[src/rtl/spi_reg_receiver.sv]
// -----------------------------------------------------------------------------
// spi_reg_receiver
//
// Write-only SPI (mode 0) target. 16-bit frames arrive MSB first on the chip
// pins and are committed to five 8-bit control registers that feed the PWM /
// output-enable stage. All pins are asynchronous to clk and are synchronised
// internally. Every output is driven straight from a flop.
//
// Frame layout: bit15 = R/W (1 = write), bits14:8 = address, bits7:0 = data.
//
// Ports:
//   clk              in   system clock, rising edge
//   rst              in   synchronous active-high reset
//   sclk, copi, ncs  in   SPI pins (asynchronous)
//   en_reg_out_7_0   out  register 0x00
//   en_reg_out_15_8  out  register 0x01
//   en_reg_pwm_7_0   out  register 0x02
//   en_reg_pwm_15_8  out  register 0x03
//   pwm_duty_cycle   out  register 0x04
//   wr_strobe        out  one-cycle pulse on a register write
//   wr_addr          out  address of the last committed write
//   frame_err        out  one-cycle pulse on a frame with a bad bit count
// -----------------------------------------------------------------------------
module spi_reg_receiver #(
   parameter int SYNC_STAGES = 2,
   parameter int NUM_REGS    = 5,
   parameter int FRAME_BITS  = 16
) (
   input  logic       clk,
   input  logic       rst,
   input  logic       sclk,
   input  logic       copi,
   input  logic       ncs,
   output logic [7:0] en_reg_out_7_0,
   output logic [7:0] en_reg_out_15_8,
   output logic [7:0] en_reg_pwm_7_0,
   output logic [7:0] en_reg_pwm_15_8,
   output logic [7:0] pwm_duty_cycle,
   output logic       wr_strobe,
   output logic [6:0] wr_addr,
   output logic       frame_err
);

   localparam logic [1:0] ST_IDLE   = 2'd0;
   localparam logic [1:0] ST_SHIFT  = 2'd1;
   localparam logic [1:0] ST_COMMIT = 2'd2;

   localparam int              CNT_W      = $clog2(FRAME_BITS + 2);
   localparam logic [CNT_W-1:0] CNT_FRAME = CNT_W'(FRAME_BITS);
   localparam logic [CNT_W-1:0] CNT_MAX   = CNT_W'(FRAME_BITS + 1);
   localparam int              FL_W       = $clog2(SYNC_STAGES + 1);
   localparam logic [FL_W-1:0] FL_DONE    = FL_W'(SYNC_STAGES);
   localparam logic [6:0]      NUM_REGS_A = 7'(NUM_REGS);

   // Synchroniser chains and edge-detect history
   logic [SYNC_STAGES-1:0] sclk_sync_r;
   logic [SYNC_STAGES-1:0] copi_sync_r;
   logic [SYNC_STAGES-1:0] ncs_sync_r;
   logic                   sclk_prev_r;
   logic                   ncs_prev_r;
   logic                   sclk_s;
   logic                   copi_s;
   logic                   ncs_s;
   logic                   sclk_rise_s;
   logic                   ncs_rise_s;
   logic                   ncs_fall_s;

   // Frame-start qualification after reset
   logic [FL_W-1:0]        flush_cnt_r;
   logic                   flush_done_s;
   logic                   armed_r;
   logic                   fall_pend_r;

   // Deserialiser and FSM
   logic [1:0]             state_r;
   logic [1:0]             state_nxt_s;
   logic [FRAME_BITS-1:0]  shift_r;
   logic [CNT_W-1:0]       cnt_r;
   logic                   start_s;
   logic                   shift_en_s;
   logic                   do_wr_s;
   logic                   do_err_s;
   logic [6:0]             frame_addr_s;
   logic [7:0]             frame_data_s;
   logic                   frame_rw_s;

   // Register file and registered status outputs
   logic [7:0]             regs_r [0:4];
   logic                   wr_strobe_r;
   logic [6:0]             wr_addr_r;
   logic                   frame_err_r;

   assign sclk_s       = sclk_sync_r[SYNC_STAGES-1];
   assign copi_s       = copi_sync_r[SYNC_STAGES-1];
   assign ncs_s        = ncs_sync_r[SYNC_STAGES-1];
   assign sclk_rise_s  = sclk_s & ~sclk_prev_r;
   assign ncs_rise_s   = ncs_s & ~ncs_prev_r;
   assign ncs_fall_s   = ~ncs_s & ncs_prev_r;
   assign flush_done_s = (flush_cnt_r == FL_DONE);

   assign frame_rw_s   = shift_r[FRAME_BITS-1];
   assign frame_addr_s = shift_r[FRAME_BITS-2 -: 7];
   assign frame_data_s = shift_r[7:0];

   // Pin synchronisers, preloaded with the idle bus pattern on reset
   always_ff @(posedge clk) begin
      if (rst) begin
         sclk_sync_r <= {SYNC_STAGES{1'b0}};
         copi_sync_r <= {SYNC_STAGES{1'b0}};
         ncs_sync_r  <= {SYNC_STAGES{1'b1}};
         sclk_prev_r <= 1'b0;
         ncs_prev_r  <= 1'b1;
      end else begin
         sclk_sync_r <= {sclk_sync_r[SYNC_STAGES-2:0], sclk};
         copi_sync_r <= {copi_sync_r[SYNC_STAGES-2:0], copi};
         ncs_sync_r  <= {ncs_sync_r[SYNC_STAGES-2:0], ncs};
         sclk_prev_r <= sclk_s;
         ncs_prev_r  <= ncs_s;
      end
   end

   // Arming: after reset the chains hold a fake "ncs high", so a frame that
   // was already running would look like a fresh falling edge. Only accept
   // a falling edge once real pin data has flushed through and ncs was high.
   always_ff @(posedge clk) begin
      if (rst) begin
         flush_cnt_r <= {FL_W{1'b0}};
         armed_r     <= 1'b0;
      end else begin
         if (!flush_done_s) begin
            flush_cnt_r <= flush_cnt_r + {{(FL_W-1){1'b0}}, 1'b1};
         end else begin
            flush_cnt_r <= flush_cnt_r;
         end
         if (flush_done_s && ncs_s) begin
            armed_r <= 1'b1;
         end else begin
            armed_r <= armed_r;
         end
      end
   end

   // FSM next-state and commit decode
   always_comb begin
      state_nxt_s = state_r;
      start_s     = 1'b0;
      shift_en_s  = 1'b0;
      do_wr_s     = 1'b0;
      do_err_s    = 1'b0;
      case (state_r)
         ST_IDLE: begin
            if ((ncs_fall_s || fall_pend_r) && armed_r) begin
               state_nxt_s = ST_SHIFT;
               start_s     = 1'b1;
            end else begin
               state_nxt_s = ST_IDLE;
            end
         end
         ST_SHIFT: begin
            // ncs rising wins over a coincident sclk edge; that bit is dropped
            if (ncs_rise_s) begin
               state_nxt_s = ST_COMMIT;
            end else if (sclk_rise_s && !ncs_s) begin
               shift_en_s = 1'b1;
            end else begin
               state_nxt_s = ST_SHIFT;
            end
         end
         ST_COMMIT: begin
            state_nxt_s = ST_IDLE;
            if (cnt_r == CNT_FRAME) begin
               if (frame_rw_s && (frame_addr_s < NUM_REGS_A)) begin
                  do_wr_s = 1'b1;
               end else begin
                  do_wr_s = 1'b0;
               end
            end else begin
               do_err_s = 1'b1;
            end
         end
         default: begin
            state_nxt_s = ST_IDLE;
         end
      endcase
   end

   // FSM state, shift register and saturating bit counter
   always_ff @(posedge clk) begin
      if (rst) begin
         state_r     <= ST_IDLE;
         shift_r     <= {FRAME_BITS{1'b0}};
         cnt_r       <= {CNT_W{1'b0}};
         fall_pend_r <= 1'b0;
      end else begin
         state_r     <= state_nxt_s;
         // A falling edge during COMMIT is replayed in the next IDLE cycle
         fall_pend_r <= (state_r == ST_COMMIT) && ncs_fall_s;
         if (start_s) begin
            shift_r <= {FRAME_BITS{1'b0}};
            cnt_r   <= {CNT_W{1'b0}};
         end else if (shift_en_s) begin
            shift_r <= {shift_r[FRAME_BITS-2:0], copi_s};
            if (cnt_r != CNT_MAX) begin
               cnt_r <= cnt_r + {{(CNT_W-1){1'b0}}, 1'b1};
            end else begin
               cnt_r <= cnt_r;
            end
         end else begin
            shift_r <= shift_r;
            cnt_r   <= cnt_r;
         end
      end
   end

   // Register file and status outputs, all updated on the commit edge
   always_ff @(posedge clk) begin
      if (rst) begin
         for (int i = 0; i < 5; i++) begin
            regs_r[i] <= 8'h00;
         end
         wr_strobe_r <= 1'b0;
         wr_addr_r   <= 7'd0;
         frame_err_r <= 1'b0;
      end else begin
         for (int i = 0; i < 5; i++) begin
            if (do_wr_s && (frame_addr_s == 7'(i))) begin
               regs_r[i] <= frame_data_s;
            end else begin
               regs_r[i] <= regs_r[i];
            end
         end
         wr_strobe_r <= do_wr_s;
         frame_err_r <= do_err_s;
         if (do_wr_s) begin
            wr_addr_r <= frame_addr_s;
         end else begin
            wr_addr_r <= wr_addr_r;
         end
      end
   end

   assign en_reg_out_7_0  = regs_r[0];
   assign en_reg_out_15_8 = regs_r[1];
   assign en_reg_pwm_7_0  = regs_r[2];
   assign en_reg_pwm_15_8 = regs_r[3];
   assign pwm_duty_cycle  = regs_r[4];
   assign wr_strobe       = wr_strobe_r;
   assign wr_addr         = wr_addr_r;
   assign frame_err       = frame_err_r;

endmodule

[config.mk]
export PLATFORM = sky130hd
export DESIGN_NAME = spi_reg_receiver
export DESIGN_NICKNAME = d
export VERILOG_FILES = /design/src/rtl/spi_reg_receiver.sv
export SDC_FILE = /design/constraint.sdc
export NUM_CORES = 1
export LEC_CHECK = 0
export CAP_MARGIN = 15
export CORE_MARGIN = 2
export CORE_UTILIZATION = 54
export CTS_BUF_LIST = sky130_fd_sc_hd__clkbuf_8
export DETAILED_ROUTE_END_ITERATION = 7
export GPL_ROUTABILITY_DRIVEN = 0
export GPL_TIMING_DRIVEN = 0
export PLACE_DENSITY = 0.92
export RECOVER_POWER = 25
export SYNTH_ARGS = -nofsm -noshare
export SYNTH_HDL_FRONTEND = slang
export SYNTH_SLANG_ARGS = --single-unit
[constraint.sdc]
create_clock -name clk -period 2.3 [get_ports clk]
set_clock_uncertainty 0.05 [all_clocks]
set_input_delay 0.69 -clock clk [delete_from_list [all_inputs] [get_ports clk]]
set_output_delay 0.69 -clock clk [all_outputs]
set_load 0.005 [all_outputs]
After elaboration in Yosys (flattened, before gate mapping)
Memories as Yosys holds them, arrays and structs flattened.
Cells that the tools add are included.
{"block": "totals", "regBits": 44, "ramBits": 40, "input_bits": 5, "out_inout_bits": 49, "wordCells": 117, "n_memories": 1}
{"name": "regs_r", "words": 5, "word_bits": 8, "rd": 5, "rd_clocked_by_memory_dff": 0, "wr": 5, "line_no": "88", "text": "logic [7:0] regs_r [0:4];"}
{"block": "op_classes", "add_sub_neg": 2, "magnitude_cmp": 1, "eq_ne": 10, "n_mux": 55, "bitwise_logic": 17, "reduce_logical": 17}
{"op": "$mux 8", "count": 10}
{"op": "$mux 1", "count": 42}
{"op": "$eq 7x2->1 const B", "count": 2}
{"op": "$logic_and 1x1->1", "count": 10}
{"op": "$or 1x1->1", "count": 10}
{"op": "$eq 7x1->1 const B", "count": 1}
{"op": "$eq 7x3->1 const B", "count": 1}
{"op": "$logic_not 7->1", "count": 1}
{"op": "$lt 7x3->1 const B", "count": 1}
{"op": "$add 5x1->5 const B", "count": 1}
{"op": "$eq 5x5->1 const B", "count": 1}
{"op": "$ne 5x5->1 const B", "count": 1}
{"op": "$eq 2x2->1 const B", "count": 2}
{"op": "$mux 2", "count": 2}
{"op": "$not 1->1", "count": 4}
{"op": "$pmux 2 s2", "count": 1}
{"op": "$reduce_or 2->1", "count": 2}
{"op": "$and 1x1->1", "count": 3}
{"op": "$ne 3x3->1 const B", "count": 1}
{"op": "$add 2x1->2 const B", "count": 1}
{"op": "$eq 2x1->1 const B", "count": 1}
{"op": "$logic_not 2->1", "count": 1}
{"op": "$reduce_and 2->1", "count": 1}
{"op": "$logic_not 1->1", "count": 1}
{"op": "$logic_or 1x1->1", "count": 1}

Logic depth before layout (Yosys ltp)
{"block": "logic_depth", "depth_word": 11, "depth_mapped": 6, "ltp_nobuf": 6}

Worst setup path after synthesis
Ideal clock, no wire load.
{"block": "synth_timing", "kind": "reg2reg", "startpoint": "reg cnt_r[0]", "endpoint": "mem regs_r[1][0] (enable)", "setup_time_ns": 0.331, "arrival_ns": 1.439, "t_required_ns": 1.919, "setup_slack_ns": 0.480, "stages_incl_launch_ff": 6, "n_path_buf": 0, "synth_period_minus_slack_ns": 1.820, "path_cell_list": "dfxtp_1 > inv_1 > ha_1 > nand4bb_1 > nor4_4 > a31o_1"}
{"item": "from (decl)", "line_no": "78", "text": "logic [CNT_W-1:0] cnt_r;"}
{"item": "from (signal assigned)", "line_no": "192", "text": "cnt_r <= {CNT_W{1'b0}};"}
{"item": "from (signal assigned)", "line_no": "200", "text": "cnt_r <= {CNT_W{1'b0}};"}
{"item": "from (signal assigned)", "line_no": "204", "text": "cnt_r <= cnt_r + {{(CNT_W-1){1'b0}}, 1'b1};"}
{"item": "to (decl)", "line_no": "88"}

==> flow_summary.toml <==
[placement]
port_buffers = 53
dp_cells = 360
dpl.hpwl_um = 3931

[clocking]
cts_buffers = 9
cts_setup_buffers = 0
clock-root-buffer = "clkbuf_8"
cts_sinks = 84
clk_pin_slew_ns = 0.07
clkLatencyLatePin_ns = 0.34
cts_tree = "built"
cts_max_path_buffers = 2
htree_levels = 3

[sta]
relSlewSlack_pct = 44.83
setup_viol = 0
rsz0062_at_grt = "false"
post-route-period-util_pct = 94.38
finalCriticalPeriod_ns = 2.171
slew_violations = 0
finalHoldViolCount = 0
worst_slew_pin_slew_ns = 0.8160
max_freq_ghz = 0.4607
tns_ns = 0
hold_ws_ns = 0.3660

[routing]
drcViolationCount = 0
final_antenna_net_count = 0
wirelength_um = 5694
via_per_inst = 5.388
drt_pass1_iterations = 4
drt_iter0_drc = 187
dr_total_vias = 2026
wl_per_cell_um = 15.14

[worst_hold_path]
hold-path-endpoint = "ncs_sync_r[1]$_SDFF_PP1_"
min_from = "ncs_sync_r[0]$_SDFF_PP1_"
whs_path_depth = 1
min_path_type = "reg2reg"

[global_routing]
antenna_found_initial = 0
grt_max_degree = 14
first_global_vias = 1911
grtUsageTotal_pct = 19.66
grt_pass1_wl_um = 9052
grt_overflow_total = 0

[worst_setup_path]
r2r-end = "regs_r[1][5]$_SDFFCE_PP0P_"
crit_path_start_kind = "primary input"
setup.worst_path.end_class = "flop"
crit_required_ns = 2.28
worstSetupPathType = "in2reg"
cp_max_fo = 10
reg2reg_depth = 5
rr_startpoint = "cnt_r[0]$_SDFFE_PP0P_"
cp.arrival_ns = 2.15
r2r_slack_ns = 0.19

[floorplanning]
die_h_um = 78.07
ios = 54
placementRows = 26
die_area_sq_um = 6095
fp.dieW_um = 78.07
core_sq_um = 5205
start_util_pct = 56.92

[logic_synthesis]
syn_inst = 237
yosys_warnings = 0
synthesis.nets = 246
netlist_area_sq_um = 2963
syn_avg_cell_area_sq_um = 12.50
ys_seq_elements = 84
ys_seq_area_share_pct = 70.27
synth_cell_types = 38

[job]
cap_viol_max_count = 0

[pwr]
switchingPower_mw = 0.6006
total_power_mw = 2.722
combPwrFrac_pct = 7.0
leakage_nw = 1.311
peakVddDrop_mv = 0.3717
pwr-share-seq_pct = 60.3
internal_power_mw = 2.122
switching_share_pct = 22.06
p_per_area_nw_per_um2 = 728.6
power.share.clock_pct = 32.7

[layout]
regArea_sq_um = 2082
stdcell_count = 376
multi_input_area_sq_um = 794.5
layout-drive-gt1-share_pct = 8.824
layout_common_cells = "clkdlybuf4s50_1 (51), dfxtp_1 (44), edfxtp_1 (40), nand2_1 (37), a21oi_1 (25)"
mostFrequentLayoutCell = "clkdlybuf4s50_1"
syn_to_final_growth_pct = 26.10
nFillCells = 354
antenna_cells_inserted = 0
nets = 310

[run_status]
status = "finished clean"
critical path, cell delays in order:
cell	delay, ns
dlygate4sd3_1	0.63
clkbuf_1	0.47
a31o_2	0.35
cells in the mapped netlist:
cell type | n | area, sq um
nand2b_1 | 1 | 6.260
nor3_1 | 2 | 10.01
o211ai_1 | 2 | 15.01
nor3_2 | 1 | 10.01
mux2i_1 | 1 | 10.01
or3_4 | 1 | 11.26
and3_1 | 1 | 6.260
and2_1 | 5 | 31.28
nor4_1 | 1 | 6.260
nand2_2 | 1 | 6.260
nand4bb_1 | 2 | 22.52
or3b_1 | 1 | 8.760
a21bo_1 | 2 | 20.02
nor4_4 | 1 | 21.27
xor2_1 | 2 | 17.52
buf_2 | 1 | 5.000
o21ai_1 | 3 | 15.01
dfxtp_1 | 44 | 880.8
nand3b_1 | 1 | 7.510
edfxtp_1 | 40 | 1201
xnor2_1 | 1 | 8.760
buf_6 | 1 | 11.26
nand3_1 | 4 | 20.02
or3_1 | 1 | 6.260
nor2_1 | 10 | 37.54
ha_1 | 4 | 50.05
nor4b_1 | 2 | 17.52
clkbuf_1 | 8 | 30.03
a21o_1 | 1 | 7.510
nand2_1 | 37 | 138.9
nor4b_4 | 1 | 23.77
a41o_1 | 1 | 10.01
o21ai_0 | 1 | 5.000
inv_1 | 7 | 26.28
a21oi_1 | 25 | 125.1
nor2b_1 | 14 | 87.58
a31o_1 | 3 | 26.28
or2_2 | 3 | 18.77
registers in the layout, indices dropped and copies added (netlist names):
name         cells
ncs_sync_r       2
armed_r          1
wr_addr          7
sclk_sync_r      2
fall_pend_r      1
sclk_prev_r      1
ncs_prev_r       1
copi_sync_r      2
regs_r          40
frame_err        1
wr_strobe        1
flush_cnt_r      2
shift_r         16
state_r          2
cnt_r            5
metal layers:
metal  track usage, %  wire (um)  vias up  part of all wire (%)
met5                0          0        -                     0
met4            12.11        182        0                   3.2
met3            3.333        312       14                   5.5
met2            33.19       2848       82                    50
met1            23.54       2351      985                    41
li1                 -          -      945                     -
cell families after synthesis:
family | share of synthesized area (%)
buffers and inverters | 2.449
AO/OA/AOI/OAI | 7.559
AND/OR/NAND/NOR | 16.81
XOR/XNOR | 0.8870
flip-flops | 70.27
adder cells (fa/ha/maj) | 1.689
multiplexers | 0.3379
per-stage QoR:
stage,area [sq um],setup WS [ns],utilization [%]
after floorplan,2963,0.4803,-
after global placement,3581,-0.2220,68.80
after detailed placement,3581,-0.2286,68.80
after CTS,3750,0.08296,72.04
after global routing,3736,0.007309,71.78
final,3736,0.1293,71.78
what timing repair did:
action / CTS / global route
endpoints found under the setup margin: 0 / 24
hold buffers: 0 / 0
gates resized for setup: 0 / 3
endpoints found under the hold margin: 0 / 0
worst max path at each step:
stage	startpoint	cells past startpoint	slack, ns	end
floorplan	cnt_r[0]$_SDFFE_PP0P_	5	0.48	regs_r[1][0]$_SDFFCE_PP0P_
CTS	cnt_r[0]$_SDFFE_PP0P_	5	0.08	regs_r[4][6]$_SDFFCE_PP0P_
detailed placement	rst	3	-0.23	regs_r[3][7]$_SDFFCE_PP0P_
global placement	rst	3	-0.22	regs_r[4][7]$_SDFFCE_PP0P_
global route	state_r[0]$_SDFFE_PP0P_	5	0.007	shift_r[6]$_SDFFE_PP0P_
finish	rst	3	0.13	regs_r[3][4]$_SDFFCE_PP0P_
power groups by stage:
stage	Sequential, mW	Combinational (mW)	Clock (mW)
after global placement	1.67	0.175	0
final	1.64	0.190	0.889
after detailed placement	1.68	0.192	0
after CTS	1.64	0.195	0.906
after floorplan	1.68	0.0901	0
after global routing	1.65	0.209	0.965
cell type report:
cell class | count | share of cell area (%)
buffer | 10 | 1.239
clock buffer | 10 | 3.684
clock inverter | 6 | 0.8372
inverter | 7 | 0.7033
multi-input combinational | 136 | 21.27
sequential | 84 | 55.73
tap | 70 | 2.344
timing repair buffer | 53 | 14.20
No activity file was read; power rests on OpenSTA's default activity.
